$ cat config.mk
export PLATFORM = sky130hd
export DESIGN_NAME = mux8_bus_arbiter
export DESIGN_NICKNAME = d
export VERILOG_FILES = /design/src/rtl/mux8_bus_arbiter.sv
export SDC_FILE = /design/constraint.sdc
export NUM_CORES = 1
export LEC_CHECK = 0
export ABC_AREA = 1
export CAP_MARGIN = 20
export CORE_ASPECT_RATIO = 1.5
export CORE_MARGIN = 2
export CORE_UTILIZATION = 30
export CTS_BUF_LIST = sky130_fd_sc_hd__clkbuf_8
export DETAILED_ROUTE_END_ITERATION = 7
export GPL_TIMING_DRIVEN = 0
export SLEW_MARGIN = 20
export SYNTH_ARGS = -nofsm -noshare
export SYNTH_HDL_FRONTEND = slang
export SYNTH_SLANG_ARGS = --single-unit
$ cat constraint.sdc
create_clock -name clk -period 5 [get_ports clk]
set_input_delay 1.25 -clock clk [delete_from_list [all_inputs] [get_ports clk]]
set_output_delay 1.25 -clock clk [all_outputs]
set_load 0.01 [all_outputs]
$ cat src/rtl/mux8_bus_arbiter.sv
// Round-robin arbiter for an 8-input, 16-bit shared mux with bounded bursts.
// Define ARB_FIXED_PRIORITY_EN for fixed priority (requester 0 highest).
module mux8_bus_arbiter #(
    parameter int MAX_BEATS = 4,
    parameter int CNT_W     = 4
) (
    input  logic       clk,
    input  logic       reset,
    input  logic [7:0] req,
    input  logic       bus_ready,
    output logic [2:0] select,
    output logic [7:0] grant,
    output logic       bus_valid,
    output logic       beat_done
);

    typedef enum logic {
        S_IDLE,
        S_BUSY
    } state_t;

    state_t           r_state;
    state_t           w_state_nx;
    logic [7:0]       r_grant;
    logic [7:0]       w_grant_nx;
    logic [2:0]       r_select;
    logic [2:0]       w_select_nx;
    logic [CNT_W-1:0] r_cnt;
    logic [CNT_W-1:0] w_cnt_nx;
    logic             r_done;
    logic             w_done_nx;

    logic [2:0]       w_base;
    logic [7:0]       w_arb_req;
    logic             w_win;
    logic [2:0]       w_win_idx;
    logic             w_hs;
    logic             w_rel_a;
    logic             w_rel_b;
    logic             w_last;

    // Scan base, base+1, ... ; the lowest offset with a request wins.
    function automatic logic [3:0] f_pick(input logic [7:0] r, input logic [2:0] base);
        logic [3:0] res;
        logic [2:0] idx;
        res = '0;
        for (int k = 7; k >= 0; k--) begin
            idx = base + 3'(k);
            if (r[idx]) res = {1'b1, idx};
        end
        return res;
    endfunction

    assign bus_valid = (r_state == S_BUSY) && ((r_grant & req) != 8'h00);
    assign w_hs      = bus_valid & bus_ready;
    assign w_rel_a   = ~req[r_select];
    assign w_last    = (r_cnt == CNT_W'(MAX_BEATS - 1));
    assign w_rel_b   = w_hs & w_last;

    // A dropped owner must not win the back-to-back arbitration it caused.
    assign w_arb_req = ((r_state == S_BUSY) && w_rel_a) ? (req & ~r_grant) : req;

`ifdef ARB_FIXED_PRIORITY_EN
    assign w_base = 3'd0;
`else
    logic [2:0] r_ptr;
    logic [2:0] w_ptr_nx;

    assign w_base = (r_state == S_BUSY) ? (r_select + 3'd1) : r_ptr;
`endif

    assign {w_win, w_win_idx} = f_pick(w_arb_req, w_base);

    always_comb begin
        w_state_nx  = r_state;
        w_grant_nx  = r_grant;
        w_select_nx = r_select;
        w_cnt_nx    = r_cnt;
        w_done_nx   = 1'b0;
`ifndef ARB_FIXED_PRIORITY_EN
        w_ptr_nx    = r_ptr;
`endif
        unique case (r_state)
            S_IDLE: begin
                if (w_win) begin
                    w_grant_nx  = 8'(1) << w_win_idx;
                    w_select_nx = w_win_idx;
                    w_cnt_nx    = '0;
                    w_state_nx  = S_BUSY;
                end
            end
            S_BUSY: begin
                if (w_rel_a || w_rel_b) begin
                    w_done_nx = 1'b1;
                    w_cnt_nx  = '0;
`ifndef ARB_FIXED_PRIORITY_EN
                    w_ptr_nx  = r_select + 3'd1;
`endif
                    if (w_win) begin
                        w_grant_nx  = 8'(1) << w_win_idx;
                        w_select_nx = w_win_idx;
                    end else begin
                        w_grant_nx = 8'h00;
                        w_state_nx = S_IDLE;
                    end
                end else if (w_hs) begin
                    w_cnt_nx = r_cnt + CNT_W'(1);
                end
            end
            default: w_state_nx = S_IDLE;
        endcase
    end

    always_ff @(posedge clk or posedge reset) begin
        if (reset) begin
            r_state  <= S_IDLE;
            r_grant  <= 8'h00;
            r_select <= 3'd0;
            r_cnt    <= '0;
            r_done   <= 1'b0;
`ifndef ARB_FIXED_PRIORITY_EN
            r_ptr    <= 3'd0;
`endif
        end else begin
            r_state  <= w_state_nx;
            r_grant  <= w_grant_nx;
            r_select <= w_select_nx;
            r_cnt    <= w_cnt_nx;
            r_done   <= w_done_nx;
`ifndef ARB_FIXED_PRIORITY_EN
            r_ptr    <= w_ptr_nx;
`endif
        end
    end

    assign grant     = r_grant;
    assign select    = r_select;
    assign beat_done = r_done;

endmodule
# [After elaboration in Yosys (flattened, before gate mapping)]
# Index checks and enable logic that the tools add are counted.
[totals] output_inout_bits=13 register_bits=20 in_bits=11
[classes] shifts=1 n_lt_le_gt_ge=9 n_bitwise=7 addsub=9 n_eq_ne=4 n_mux=44 n_reduce_logical=7
[op_table] cell="4-bit two-way mux" count=11
[op_table] cell="3-bit by 4-bit < comparator with 1-bit output, second input constant" count=9
[op_table] cell="8-bit two-way mux" count=4
[op_table] cell="1-bit binary-select mux with 3-bit select" count=9
[op_table] cell="8-bit bitwise AND" count=2
[op_table] cell="8-bit case mux with 2 select lines" count=1
[op_table] cell="1-bit two-way mux" count=13
[op_table] cell="3-bit adder, second input constant" count=4
[op_table] cell="3-bit two-way mux" count=3
[op_table] cell="8-bit NOT" count=1
[op_table] cell="4-bit case mux with 2 select lines" count=1
[op_table] cell="8-bit nonzero test" count=1
[op_table] cell="1-bit by 3-bit << shifter with 8-bit output, first input constant" count=1
[op_table] cell="3-bit by 1-bit adder with 3-bit output, second input constant" count=2
[op_table] cell="3-bit by 2-bit adder with 3-bit output, second input constant" count=2
[op_table] cell="3-bit case mux with 2 select lines" count=1
[op_table] cell="2-bit AND reduction" count=3
[op_table] cell="4-bit by 1-bit adder with 4-bit output, second input constant" count=1
[op_table] cell="4-bit by 2-bit equality test with 1-bit output, second input constant" count=1
[op_table] cell="3-bit by 1-bit inequality test with 1-bit output, second input constant" count=1
[op_table] cell="1-bit bitwise AND" count=2
[op_table] cell="1-bit logical AND" count=2
[op_table] cell="2-bit by 1-bit inequality test with 1-bit output, second input constant" count=1
[op_table] cell="2-bit inequality test, second input constant" count=1
[op_table] cell="other kinds (3)" count=4

# [Longest topological paths before layout]
# Gate-level depths: netlist (run 1).
[logic_depth] word_depth=19 ltp_mapped=22 depth_no_buf=22

# [Least setup slack after synthesis (run 1)]
# OpenSTA, ideal clock, no wires.
[synth_timing] kind="input to output" startpoint="input port req[7]" endpoint="output port bus_valid" path_slack_ps=1950 arrival_ps=1800 path_stages=3 path_buffers=0 path_cell_list="a22o_1 a221oi_1 a21oi_1"
[synth_via] elab_chain_len=3
[synth_lines] element="start, declared" line_no="9" rtl="input logic [7:0] req,"
[synth_lines] element="8-bit bitwise AND" line_no="54" rtl="assign bus_valid = (r_state == S_BUSY) && ((r_grant & req) != 8'h00);"
[synth_lines] element="8-bit nonzero test" line_no="54"
[synth_lines] element="1-bit logical AND" line_no="54"
[synth_lines] element="end, declared" line_no="13" rtl="output logic bus_valid,"
# Every way passes these cells.

# [Worst setup path in the final report (run 1)]
# Same ends and word-level chain as after synthesis.

==> results.tsv, run 1 <==
stage	metric	value	unit
status	status	finished clean	
critical_path	worstPathCellList	clkdlybuf4s50_1 > a22o_1 > a221oi_1 > a21oi_1 > clkdlybuf4s50_1	
drt	drt_iter0_markers	53	
clocking	clkTransAtPathRegs	0.08	ns
drt	vias	1834	
synthesis	yosysSeqAreaShare	0.267	
die	std_cell_rows	35	
drt	firstDrtPassIters	4	
timing	fin_skew	0.00522	ns
clocking	cts_made_buffers	3	
synthesis	synth_nets	286	
critical_path	cp_max_fo	4	
synthesis	avgSynthCellArea	6.92	µm²
global_routing	grt_pass1_wl	8440	µm
global_routing	grtUsageTotal	0.160	
clocking	clockBufferDepth	2	
critical_path	crit_type	input pin to output pin	
final_layout	diodes	0	
synthesis	synth_cells	271	
clocking	htreeDepth	1	
die	pin_count	24	
drt	ant_nets	0	
timing	tightest_slew	0.813	ns
drt	wl_per_cell	13.1	µm
critical_path	critical_path.max_stage_delay	0.50	ns
final_layout	synthToLayoutAreaGrowth	20.1	%
critical_path	endpoint_kind	output pin	
timing	finalHoldViolCount	0	
timing	fin_setup_tns	0	ns
clocking	root_buffer	clkbuf_8	
clocking	postCtsSetupBuffers	0	
global_routing	grt_max_degree	21	
job	maxCapViolCount	0	
clocking	tritoncts	yes	
placement	routabilityCongestion	0.914	
timing	slew_headroom	0.458	
synthesis	ys_warn_count	0	
synthesis	synth_area	1880	µm²
synthesis	ys_ff_latch	20	
clocking	cts_resized	0	
timing	setup_viol	0	
critical_path	required	3.75	ns
drt	drc	0	
critical_path	crit_arrival	2.92	ns
timing	fin_crit_sh	0.834	
die	initial_core_util	0.308	
timing	post-route-min-period	4.17	ns
placement	port_buffers	23	
critical_path	cp_top_family	buffers and inverters	
drt	via_per_inst	4.93	
final_layout	layout-drive-gt1-share	0.185	
critical_path	crit_slowest_cell	clkdlybuf4s50_1	
clocking	insertion_delay	0.26	ns
die	die_y	101	µm
timing	maxSlewViolCount	0	
global_routing	antenna_found_initial	0	
timing	rsz0062_at_grt	false	
clocking	cts_hold_buf	0	
global_routing	grt_pass1_vias	1811	
die	dieArea	6910	µm²
synthesis	synth_cell_type_count	28	
critical_path	critPathLaunchType	input pin	
final_layout	nNetsFinal	314	
min_path	hp-class	register to register	
critical_path	crit_top_cell	clkdlybuf4s50_1	
clocking	numClockSinks	20	
drt	routed_wl	4880	µm
critical_path	cp.buffers_inverters	2	
die	core	6090	µm²
die	die_w	68.6	µm
timing	max_freq	240	MHz
placement	place_hpwl	4050	µm
global_routing	globalRouteOverflowTotal	0	
-- final cells by class --
cell class | instances | area, µm²
Multi-Input combinational cell | 209 | 1200
Buffer | 4 | 28.8
Sequential cell | 20 | 500
Timing Repair Buffer | 23 | 230
Inverter | 38 | 143
Clock buffer | 4 | 55.1
Fill cell | 642 | 3830
Tap cell | 74 | 92.6
-- cells in the mapped netlist (all sizes together) --
cell,n,area share
dfrtp,20,0.27
ha,4,0.027
a22o,2,0.0093
nand2,83,0.19
nor2,13,0.029
nor4,1,0.0033
xnor2,2,0.0093
or2,1,0.0047
inv,38,0.076
a221oi,2,0.0093
nor3,3,0.020
o21ai,12,0.052
a21oi,9,0.024
xor2,4,0.027
buf,4,0.015
nand3,73,0.24
-- metal layers --
metal / track usage / up-vias / wire length, µm
met5: 0 / - / 0
met4: 0.0923 / 0 / 222
met3: 0.0145 / 18 / 170
met2: 0.288 / 49 / 2630
met1: 0.173 / 821 / 1860
li1: - / 946 / -
-- placed cells by master (no fill, tap or decap), types with 2 or more instances in the layout --
cell type        instances
nand2_1                 71
ha_1                     4
nand3_1                 57
inv_1                   30
xnor2_1                  2
nor3_4                   2
nand2_2                  9
o21ai_0                  5
a22o_1                   2
clkbuf_8                 4
o21ai_1                  3
xor2_1                   2
o21ai_4                  3
nor2_1                  11
xor2_2                   2
nand2_4                  3
dfrtp_1                 20
a21oi_1                  9
buf_2                    2
nor2_2                   2
clkdlybuf4s50_1         23
a221oi_1                 2
nand3_2                 16
inv_2                    8
-- through the flow --
step / area, µm² / utilization / hold slack (ns) / instances / worst slack, ns
3_3_place_gp: 2200 / 0.361 / 0.471 / 368 / 0.815
2_1_floorplan: 1880 / - / 0.453 / 271 / 1.95
3_5_place_dp: 2200 / 0.361 / 0.489 / 368 / 0.827
4_1_cts: 2250 / 0.370 / 0.509 / 372 / 0.818
6_report: 2250 / 0.370 / 0.499 / 372 / 0.832
5_1_grt: 2250 / 0.370 / 0.537 / 372 / 0.777
-- worst reg2reg max path, cell delays in order, from the launching register on --
cell     delay, ns
dfrtp_1       0.49
ha_1          0.34
inv_1         0.07
nand2_1       0.06
o21ai_2       0.17
inv_2         0.18
ha_1          0.23
xnor2_1       0.28
inv_1         0.10
nand3_1       0.13
nand2_2       0.09
inv_2         0.07
nand2_2       0.06
nor3_4        0.18
nand2_4       0.11
o21ai_4       0.32
nand2_4       0.09
nand3_1       0.08
o21ai_1       0.06
-- sequential cells by signal (all words and copies together) (netlist names) --
name / flops
grant: 8
r_cnt: 4
r_ptr: 3
select: 3
beat_done: 1
r_state: 1
-- kinds of logic (layout without fill, tap and decap cells) --
| family | after synthesis | in the layout | share of synthesized area |
|---|---|---|---|
| AOI/OAI and AO/OA | 25 | 25 | 0.0947 |
| xor gates and xnor gates | 6 | 6 | 0.0360 |
| adders and majority gates | 4 | 4 | 0.0267 |
| buffers and inverters | 42 | 69 | 0.0914 |
| DFF | 20 | 20 | 0.267 |
| and+or+nand+nor | 174 | 174 | 0.484 |
-- path summary, 6_finish.rpt --
kind / start / endpoint / slack, ns / depth (start not counted)
max in group asynchronous: reset / select[2] / 3.05 / 2
worst min-delay path: r_ptr[2] / r_ptr[2] / 0.50 / 2
min in group asynchronous: reset / grant[5] / 1.44 / 2
worst max register to register: select[0] / r_cnt[0] / 1.76 / 18
worst min register to register: r_ptr[2] / r_ptr[2] / 0.50 / 2
worst max-delay path: req[7] / bus_valid / 0.83 / 5
Power of run 1 is left out: the tool's default activity adds up to more than one toggle a clock period on the data nets, which glitch-free logic cannot reach.
==> inputs of run 2 (changes only) <==
Clock period 5 ns to 4.03 ns, I/O delays scaled along.
==> results of run 2 <==
The final DEF is identical to that of run 1. Status: finished clean.
Among the figures that moved: setup slack after placement 0.827 ns -> 0.340 ns; setup slack after layout 0.832 ns -> 0.347 ns; register-to-register setup slack 1.76 ns -> 0.79 ns
Power of run 2 is left out for the same reason.
==> inputs of run 3 (changes only) <==
Settings changed: CAP_MARGIN 20 to default.
==> results of run 3 <==
The final DEF is identical to that of run 1. Status: finished clean.
Among the figures that moved: setup slack after placement 0.827 ns -> 0.340 ns; setup slack after layout 0.832 ns -> 0.347 ns; register-to-register setup slack 1.76 ns -> 0.79 ns
Power of run 3 is left out for the same reason.
